--- src/rtl/spart_tx_if.sv ---
// Processor-side bus and serial-line signals of the SPART transmitter.
// The master drives the byte, load strobe and bit tick; the slave is the transmitter.
interface spart_tx_if;
    logic       brg_en;
    logic [7:0] DATABUS;
    logic       tx_load;
    logic       TBR;
    logic       tx_busy;
    logic       TX;

    modport master (output brg_en, DATABUS, tx_load, input TBR, tx_busy, TX);
    modport slave  (input brg_en, DATABUS, tx_load, output TBR, tx_busy, TX);
endinterface

--- src/rtl/spart_tx.sv ---
// SPART transmitter: a one-byte holding register feeding a shift register that
// serializes start, data and stop bits onto TX, one bit per brg_en tick.
module spart_tx #(
    parameter int DATA_BITS = 8,
    parameter int STOP_BITS = 1,
    parameter int LSB_FIRST = 1
) (
    input logic       clk,
    input logic       rst,
    spart_tx_if.slave bus
);
    typedef enum logic [1:0] {IDLE, START, DATA, STOP} state_t;

    state_t               state;
    logic [DATA_BITS-1:0] hold;
    logic [DATA_BITS-1:0] shift;
    logic [DATA_BITS-1:0] shift_adv;
    logic [2:0]           bit_cnt;
    logic [0:0]           stop_cnt;
    logic                 tbr_q;
    logic                 busy_q;
    logic                 tx_q;
    logic                 hold_valid;
    logic                 first_bit;
    logic                 last_stop;
    logic                 start_frame;

    assign hold_valid = ~tbr_q;
    assign last_stop  = (stop_cnt == 1'(STOP_BITS - 1));

    // A frame starts from IDLE or straight out of the final stop bit, which
    // is what lets queued bytes go out with no idle gap.
    assign start_frame = bus.brg_en && hold_valid &&
                         (state == IDLE || (state == STOP && last_stop));

    always_comb begin
        first_bit = shift[0];
        shift_adv = {1'b0, shift[DATA_BITS-1:1]};
        if (LSB_FIRST == 0) begin
            first_bit = shift[DATA_BITS-1];
            shift_adv = {shift[DATA_BITS-2:0], 1'b0};
        end
    end

    always_ff @(posedge clk) begin
        if (rst) begin
            state    <= IDLE;
            hold     <= '0;
            shift    <= '0;
            bit_cnt  <= '0;
            stop_cnt <= '0;
            tbr_q    <= 1'b1;
            busy_q   <= 1'b0;
            tx_q     <= 1'b1;
        end else begin
            // Loads and hold->shift transfers never coincide: a load needs
            // TBR=1, a transfer needs TBR=0.
            if (bus.tx_load && tbr_q) begin
                hold  <= bus.DATABUS[DATA_BITS-1:0];
                tbr_q <= 1'b0;
            end
            if (start_frame) begin
                shift    <= hold;
                tbr_q    <= 1'b1;
                tx_q     <= 1'b0;
                bit_cnt  <= '0;
                stop_cnt <= '0;
                busy_q   <= 1'b1;
                state    <= START;
            end else if (bus.brg_en) begin
                case (state)
                    IDLE: tx_q <= 1'b1;
                    START: begin
                        tx_q  <= first_bit;
                        shift <= shift_adv;
                        state <= DATA;
                    end
                    DATA: begin
                        if (bit_cnt == 3'(DATA_BITS - 1)) begin
                            tx_q     <= 1'b1;
                            stop_cnt <= '0;
                            state    <= STOP;
                        end else begin
                            tx_q    <= first_bit;
                            shift   <= shift_adv;
                            bit_cnt <= bit_cnt + 3'd1;
                        end
                    end
                    STOP: begin
                        if (!last_stop) begin
                            stop_cnt <= stop_cnt + 1'b1;
                        end else begin
                            tx_q   <= 1'b1;
                            busy_q <= 1'b0;
                            state  <= IDLE;
                        end
                    end
                    default: state <= IDLE;
                endcase
            end
        end
    end

    assign bus.TX      = tx_q;
    assign bus.TBR     = tbr_q;
    assign bus.tx_busy = busy_q;
endmodule

--- src/flat_wrapper.sv ---
// flat-port wrapper written by rule: the top's interface ports become plain ports
module spart_tx_flat 
#(
    parameter int DATA_BITS = 8,
    parameter int STOP_BITS = 1,
    parameter int LSB_FIRST = 1
)
  (clk, rst, bus_brg_en, bus_DATABUS, bus_tx_load, bus_TBR, bus_tx_busy, bus_TX);
  spart_tx_if bus_i ();
  input logic clk;
  input logic rst;
  input wire logic [$bits(bus_i.brg_en)-1:0] bus_brg_en;
  input wire logic [$bits(bus_i.DATABUS)-1:0] bus_DATABUS;
  input wire logic [$bits(bus_i.tx_load)-1:0] bus_tx_load;
  output wire logic [$bits(bus_i.TBR)-1:0] bus_TBR;
  output wire logic [$bits(bus_i.tx_busy)-1:0] bus_tx_busy;
  output wire logic [$bits(bus_i.TX)-1:0] bus_TX;
  assign bus_i.brg_en = bus_brg_en;
  assign bus_i.DATABUS = bus_DATABUS;
  assign bus_i.tx_load = bus_tx_load;
  assign bus_TBR = bus_i.TBR;
  assign bus_tx_busy = bus_i.tx_busy;
  assign bus_TX = bus_i.TX;
  spart_tx #(.DATA_BITS(DATA_BITS), .STOP_BITS(STOP_BITS), .LSB_FIRST(LSB_FIRST)) u_core (.clk(clk), .rst(rst), .bus(bus_i));
endmodule
--- config.mk ---
export PLATFORM = sky130hd
export DESIGN_NAME = spart_tx_flat
export DESIGN_NICKNAME = d
export VERILOG_FILES = /design/src/rtl/spart_tx_if.sv /design/src/rtl/spart_tx.sv /design/src/flat_wrapper.sv
export SDC_FILE = /design/constraint.sdc
export NUM_CORES = 1
export LEC_CHECK = 0
export ABC_CLOCK_PERIOD_IN_PS = 5000
export CORE_MARGIN = 2
export CORE_UTILIZATION = 51
export DETAILED_ROUTE_END_ITERATION = 10
export PLACE_DENSITY = 0.75
export SYNTH_ARGS = -nofsm -noshare
export SYNTH_HDL_FRONTEND = slang
export SYNTH_SLANG_ARGS = --single-unit
--- constraint.sdc ---
create_clock -name clk -period 5 [get_ports clk]
set_input_delay 1 -clock clk [delete_from_list [all_inputs] [get_ports clk]]
set_output_delay 1 -clock clk [all_outputs]
set_load 0.005 [all_outputs]
==> results of run 1 <==
[logic make-up (layout without fill, tap and decap cells)]
family                   Yosys count  count (layout)  synth area share
XOR/XNOR                           1               1          0.007983
AND/OR/NAND/NOR                   43              43            0.2132
adder cells (fa/ha/maj)            6               6           0.06841
buffers and inverters             14              25           0.05586
multiplexers                       2               2           0.01824
flip-flops                        24              24            0.4379
AO/OA/AOI/OAI                     31              31            0.1984
[per-stage QoR]
step | utilization | instances
2_1_floorplan | - | 121
3_3_place_gp | 0.6194 | 156
3_5_place_dp | 0.6194 | 156
4_1_cts | 0.6306 | 159
5_1_grt | 0.6306 | 159
6_report | 0.6306 | 159
[sequential cells by signal, indices dropped and copies added, names as in the netlist]
signal,cells
u_core.hold,8
u_core.bus.tx_busy,1
u_core.state,2
u_core.bit_cnt,3
u_core.shift,8
u_core.bus.TX,1
u_core.bus.TBR,1
[worst max-delay path by stage]
| stage | cells past startpoint | slack, ps | to | startpoint |
|---|---|---|---|---|
| finish | 1 | 2490 | bus_TBR | u_core.bus.TBR$_SDFFE_PP1P_ |
| CTS | 1 | 2470 | bus_TBR | u_core.bus.TBR$_SDFFE_PP1P_ |
| global placement | 4 | 2410 | u_core.shift[1]$_SDFFE_PP0P_ | bus_brg_en |
| detailed placement | 4 | 2370 | u_core.shift[3]$_SDFFE_PP0P_ | bus_brg_en |
| global route | 1 | 2390 | bus_TBR | u_core.bus.TBR$_SDFFE_PP1P_ |
| floorplan | 3 | 3160 | u_core.bus.TBR$_SDFFE_PP1P_ | bus_brg_en |
[final cells by class]
type | count | area [µm²] | share of cell area
well taps | 27 | 33.78 | 0.02676
repair buffers | 14 | 140.1 | 0.1110
inverters | 8 | 30.03 | 0.02379
clock buffers | 3 | 22.52 | 0.01784
flip-flops and latches | 24 | 480.5 | 0.3806
multi-input cells | 83 | 555.5 | 0.4400
[power by group through the flow]
stage / sequential (µW) / clock, µW / combinational [µW]
6_report: 212 / 82.6 / 56.6
5_1_grt: 214 / 93.9 / 63.8
4_1_cts: 212 / 84.3 / 56.6
3_5_place_dp: 217 / 0 / 56.1
3_3_place_gp: 216 / 0 / 54.4
2_1_floorplan: 213 / 0 / 40.4
[metal layers]
| layer | GRT usage | share of wire |
|---|---|---|
| met1 | 0.2490 | 0.49 |
| met2 | 0.2763 | 0.45 |
| met3 | 0.03869 | 0.039 |
| met4 | 0.09009 | 0.020 |
| met5 | 0 | 0 |
[cell usage in the layout, fill, tap and decap left out, types with 2 or more instances in the layout]
master,netlist,routed
inv_1,8,8
o21ai_0,3,3
a21oi_1,14,14
nor2_1,4,4
nand2b_1,4,4
a31oi_1,2,2
ha_1,6,6
clkbuf_4,0,3
mux2i_1,2,2
nand2_1,13,13
clkdlybuf4s50_1,0,14
o221ai_1,2,2
o221a_2,4,4
dfxtp_1,24,24
nand3b_1,4,4
nand3_1,10,10
==> flow_metrics.py, run 1 <==
metrics = {
    "job": {
        "drv_cap": 0,
    },
    "yosys": {
        "synth.top_cells.by_count": "24 x dfxtp_1, 14 x a21oi_1, 13 x nand2_1",
        "yosys.cell_types.count": 33,
        "synth_most_common_cell": "dfxtp_1",
        "syn_avg_cell_area_um2": 9.069,
        "syn-num-nets": 139,
        "synthCells": 121,
        "synth.top_cell.area_share": 0.4379,
        "synth_top_flop_cell": "dfxtp_1",
        "async_reset_ff_frac": 0,
        "yosysSeqAreaShare": 0.4379,
        "ys_ff_latch": 24,
        "synth_warnings": 0,
        "synth_edf_count": 0,
        "synth_area_um2": 1097,
        "synthTopCellsByArea": "dfxtp_1 44%, ha_1 6.8%, a21oi_1 6.4%, nand3_1 4.6%, nand2_1 4.4%",
        "yosysTopAreaCell": "dfxtp_1",
    },
    "clock_tree": {
        "postCtsSetupBuffers": 0,
        "cts_buffers": 3,
        "root_buffer": "clkbuf_4",
        "cts_tree": "done",
        "clock_sinks": 24,
        "clk_latency_ps": 300,
        "clock_path_buffers": 2,
        "post_cts_resized": 0,
        "cts.clk_slew.worst_paths_ps": 120,
        "ctsHtreeMaxLevel": 1,
        "ctsHoldBuffers": 0,
    },
    "global_route": {
        "grt_max_degree": 24,
        "grtUsageTotal": 0.1833,
        "grt_antenna_before_repair": 0,
        "grt_pass1_vias": 822,
        "grt_pass1_wl_mm": 3.560,
        "overflow": 0,
    },
    "power": {
        "ir_drop_mv": 0.1449,
        "power_density_nw_per_um2": 278.4,
        "power.share.sequential": 0.604,
        "switching_power_uw": 91.49,
        "clkPwrFrac": 0.235,
        "finalPower_uw": 351.4,
        "internal_power_uw": 259.9,
        "swShare": 0.2603,
        "p_leak_uw": 0.0004970,
        "pwr-share-comb": 0.161,
    },
    "layout": {
        "fin_nets": 152,
        "design_area_um2": 1262,
        "drive_above_1_share": 0.08333,
        "n_fill_cell": 172,
        "num_antenna_cells": 0,
        "area_delta_synth_final_pct": 15.05,
    },
    "timing": {
        "fin_crit_ps": 2511,
        "fmax_mhz": 398.3,
        "maxSlewViolCount": 0,
        "holdWs_ps": 467.4,
        "tightest_slew_ps": 702.5,
        "rsz0062_at_grt": "no",
        "fin_setup_tns_ps": 0,
        "skew_ps": 1.981,
        "worst_slack_ps": 2489,
        "timing.final.crit_share": 0.5022,
        "slew_headroom": 0.5302,
        "finalHoldViolCount": 0,
        "setup_violations": 0,
    },
    "setup_path": {
        "worstPathArrival_ps": 1510,
        "cpMaxStageDelayCell": "dfxtp_1",
        "reg2reg_to": "u_core.bus.TX$_SDFFE_PP1P_",
        "cp-end-kind": "output port",
        "cp_max_fo": 13,
        "criticalPathCategory": "reg2out",
        "path_cells": "clkdlybuf4s50_1",
        "crit_required_ps": 4000,
        "reg2reg_depth": 4,
        "critical-path-max-stage-delay_ps": 620,
        "rrSetupSlack_ps": 3210,
        "rr_startpoint": "u_core.state[0]$_SDFFE_PP0P_",
        "start_kind": "flip-flop",
        "crit_buf_inv": 1,
        "critical_path.top_delay_family": "flip-flops",
    },
    "placed_design": {
        "dp_hpwl_mm": 1.437,
        "postPlaceCellArea_um2": 1240,
        "io_buffers": 14,
        "dp_slack_ps": 2374,
        "gp_congestion": 0.8033,
    },
    "drt": {
        "final_antenna_net_count": 0,
        "drc": 0,
        "via_per_inst": 5.535,
        "vias": 880,
        "dr.first_iter.drc_count": 27,
        "drt_pass1_iterations": 5,
        "routed_wl_mm": 1.967,
        "wl_per_cell_um": 12.37,
    },
    "floorplan": {
        "die_area_um2": 2539,
        "die_h_um": 50.39,
        "core_area_um2": 2002,
        "ios": 15,
        "die_w_um": 50.39,
        "start_util": 0.5481,
        "row_count": 16,
    },
    "min_path": {
        "min_path_cells": 2,
        "hold_class": "reg2reg",
        "hp-start": "u_core.hold[2]$_SDFFE_PP0P_",
        "whs_endpoint": "u_core.hold[2]$_SDFFE_PP0P_",
    },
    "run_status": {
        "status": "completed",
    },
}
No activity file was read; power rests on OpenSTA's default activity.
==> run 2, diff against run 1 <==
Settings changed: ABC_CLOCK_PERIOD_IN_PS 5000 to 2590.
Clock period 5 ns to 2.59 ns, I/O delays scaled along.
==> run 2 against run 1 <==
Compared with the run above: first-iteration DRC count decreased by 11%; via count increased by 0.57%; combinational power increased by 94%; clock power increased to 3.2 times the previous value; critical path depth unchanged; power increased by 120%; clock skew increased by 8.3 ps; sequential cell count unchanged; worst setup slack got worse by 2000 ps; die area unchanged; global-route usage decreased by 0.58 points; design area increased by 3.0%; critical path type unchanged; critical endpoint unchanged; largest power group unchanged; highest routed layer is now met3.
==> flow_metrics.py, run 2 (synthesis results as in run 1) <==
metrics = {
    "setup_path": {
        "rrSetupSlack_ps": 840,
        "reg2reg_to": "u_core.bus.TX$_SDFFE_PP1P_",
        "crit_start": "u_core.bus.TBR$_SDFFE_PP1P_",
        "cp-end-kind": "output port",
        "crit_required_ps": 2070,
        "rr_startpoint": "u_core.state[0]$_SDFFE_PP0P_",
        "criticalPathCategory": "reg2out",
        "start_kind": "flip-flop",
        "critical_path.top_delay_family": "flip-flops",
        "reg2reg_depth": 4,
        "crit_buf_inv": 1,
        "cpMaxStageDelayCell": "dfxtp_1",
        "path_cells": "clkdlybuf4s50_1",
        "cp_max_fo": 13,
        "worstPathArrival_ps": 1540,
        "critical-path-max-stage-delay_ps": 630,
    },
    "timing": {
        "fin_crit_ps": 2057,
        "fmax_mhz": 486.1,
        "finalHoldViolCount": 0,
        "holdWs_ps": 466.5,
        "tightest_slew_ps": 494.6,
        "maxSlewViolCount": 0,
        "setup_violations": 0,
        "timing.final.crit_share": 0.7943,
        "rsz0062_at_grt": "no",
        "skew_ps": 10.32,
        "fin_setup_tns_ps": 0,
        "slew_headroom": 0.6688,
    },
    "global_route": {
        "grt_pass1_wl_mm": 3.498,
        "grt_max_degree": 21,
        "overflow": 0,
        "grt_pass1_vias": 792,
        "grt_antenna_before_repair": 0,
        "grtUsageTotal": 0.1775,
    },
    "floorplan": {
        "die_w_um": 50.39,
        "core_area_um2": 2002,
        "die_area_um2": 2539,
        "ios": 15,
        "die_h_um": 50.39,
        "row_count": 16,
        "start_util": 0.5481,
    },
    "layout": {
        "most-common-layout-cells": "24 x dfxtp_1, 14 x a21oi_1, 14 x clkdlybuf4s50_1",
        "fin_nets": 153,
        "reg_top3": "u_core.hold x8, u_core.shift x8, u_core.bit_cnt x3",
        "num_antenna_cells": 0,
        "drive_above_1_share": 0.09701,
        "multi_input_area_um2": 555.5,
        "regArea_um2": 480.5,
        "final_common_cell": "dfxtp_1",
        "n_fill_cell": 174,
        "area_delta_synth_final_pct": 18.47,
    },
    "clock_tree": {
        "ctsHtreeMaxLevel": 1,
        "post_cts_resized": 0,
        "cts_tree": "done",
        "clock_sinks": 24,
        "cts.clk_slew.worst_paths_ps": 140,
        "cts_buffers": 3,
        "postCtsSetupBuffers": 0,
        "root_buffer": "clkbuf_4",
        "clock_path_buffers": 2,
        "clk_latency_ps": 310,
        "ctsHoldBuffers": 0,
    },
    "min_path": {
        "min_path_cells": 2,
        "hp-start": "u_core.hold[5]$_SDFFE_PP0P_",
        "hold_class": "reg2reg",
        "whs_endpoint": "u_core.hold[5]$_SDFFE_PP0P_",
    },
    "drt": {
        "routed_wl_mm": 1.972,
        "drt_pass1_iterations": 4,
        "via_per_inst": 5.497,
        "vias": 885,
        "drc": 0,
        "wl_per_cell_um": 12.25,
        "dr.first_iter.drc_count": 24,
        "final_antenna_net_count": 0,
    },
    "power": {
        "p_leak_uw": 0.0005159,
        "power_density_nw_per_um2": 604.8,
        "finalPower_uw": 786.3,
        "ir_drop_mv": 0.3946,
    },
    "placed_design": {
        "io_buffers": 14,
        "gp_congestion": 0.8115,
        "dp_hpwl_mm": 1.479,
    },
    "job": {
        "drv_cap": 0,
    },
    "run_status": {
        "status": "completed",
    },
}
-- run 2: cell count changes in the layout (fill, tap and decap cells not counted), sizes merged --
cell / delta
buf: +1
bufinv: +1
-- run 2: per-layer routing --
layer / share of wire / vias to the layer above / wire length (µm) / global-route usage
li1: - / 454 / - / -
met1: 0.48 / 415 / 953 / 0.2458
met4: 0 / 0 / 0 / 0.04505
met2: 0.48 / 16 / 955 / 0.2829
met3: 0.032 / 0 / 63 / 0.03571
met5: 0 / - / 0 / 0
-- run 2: power breakdown --
part | internal, µW | switching, µW
clock | 156 | 110
sequential | 392 | 17.8
combinational | 56.1 | 53.9
-- run 2: how the worst max path moves through the flow --
stage,to,cells after the start
2_1_floorplan,u_core.bus.TX$_SDFFE_PP1P_,5
3_3_place_gp,u_core.shift[1]$_SDFFE_PP0P_,4
3_5_place_dp,u_core.bus.TBR$_SDFFE_PP1P_,4
4_1_cts,bus_TBR,1
5_1_grt,bus_TBR,1
6_report,bus_TBR,1
-- run 2: area by class of cell --
class | instances | area share
Multi-Input combinational cell | 83 | 0.4273
Tap cell | 27 | 0.02599
Clock inverter | 1 | 0.02310
Timing Repair Buffer | 15 | 0.1136
Sequential cell | 24 | 0.3696
Clock buffer | 3 | 0.01732
Inverter | 8 | 0.02310
-- run 2: stage by stage --
step	setup slack (ps)	utilization	instances	area, µm²
floorplan	925.1	-	121	1097
global placement	505.5	0.6231	157	1247
detailed placement	459.4	0.6231	157	1247
CTS	530.8	0.6494	161	1300
global route	445.5	0.6494	161	1300
finish	532.8	0.6494	161	1300
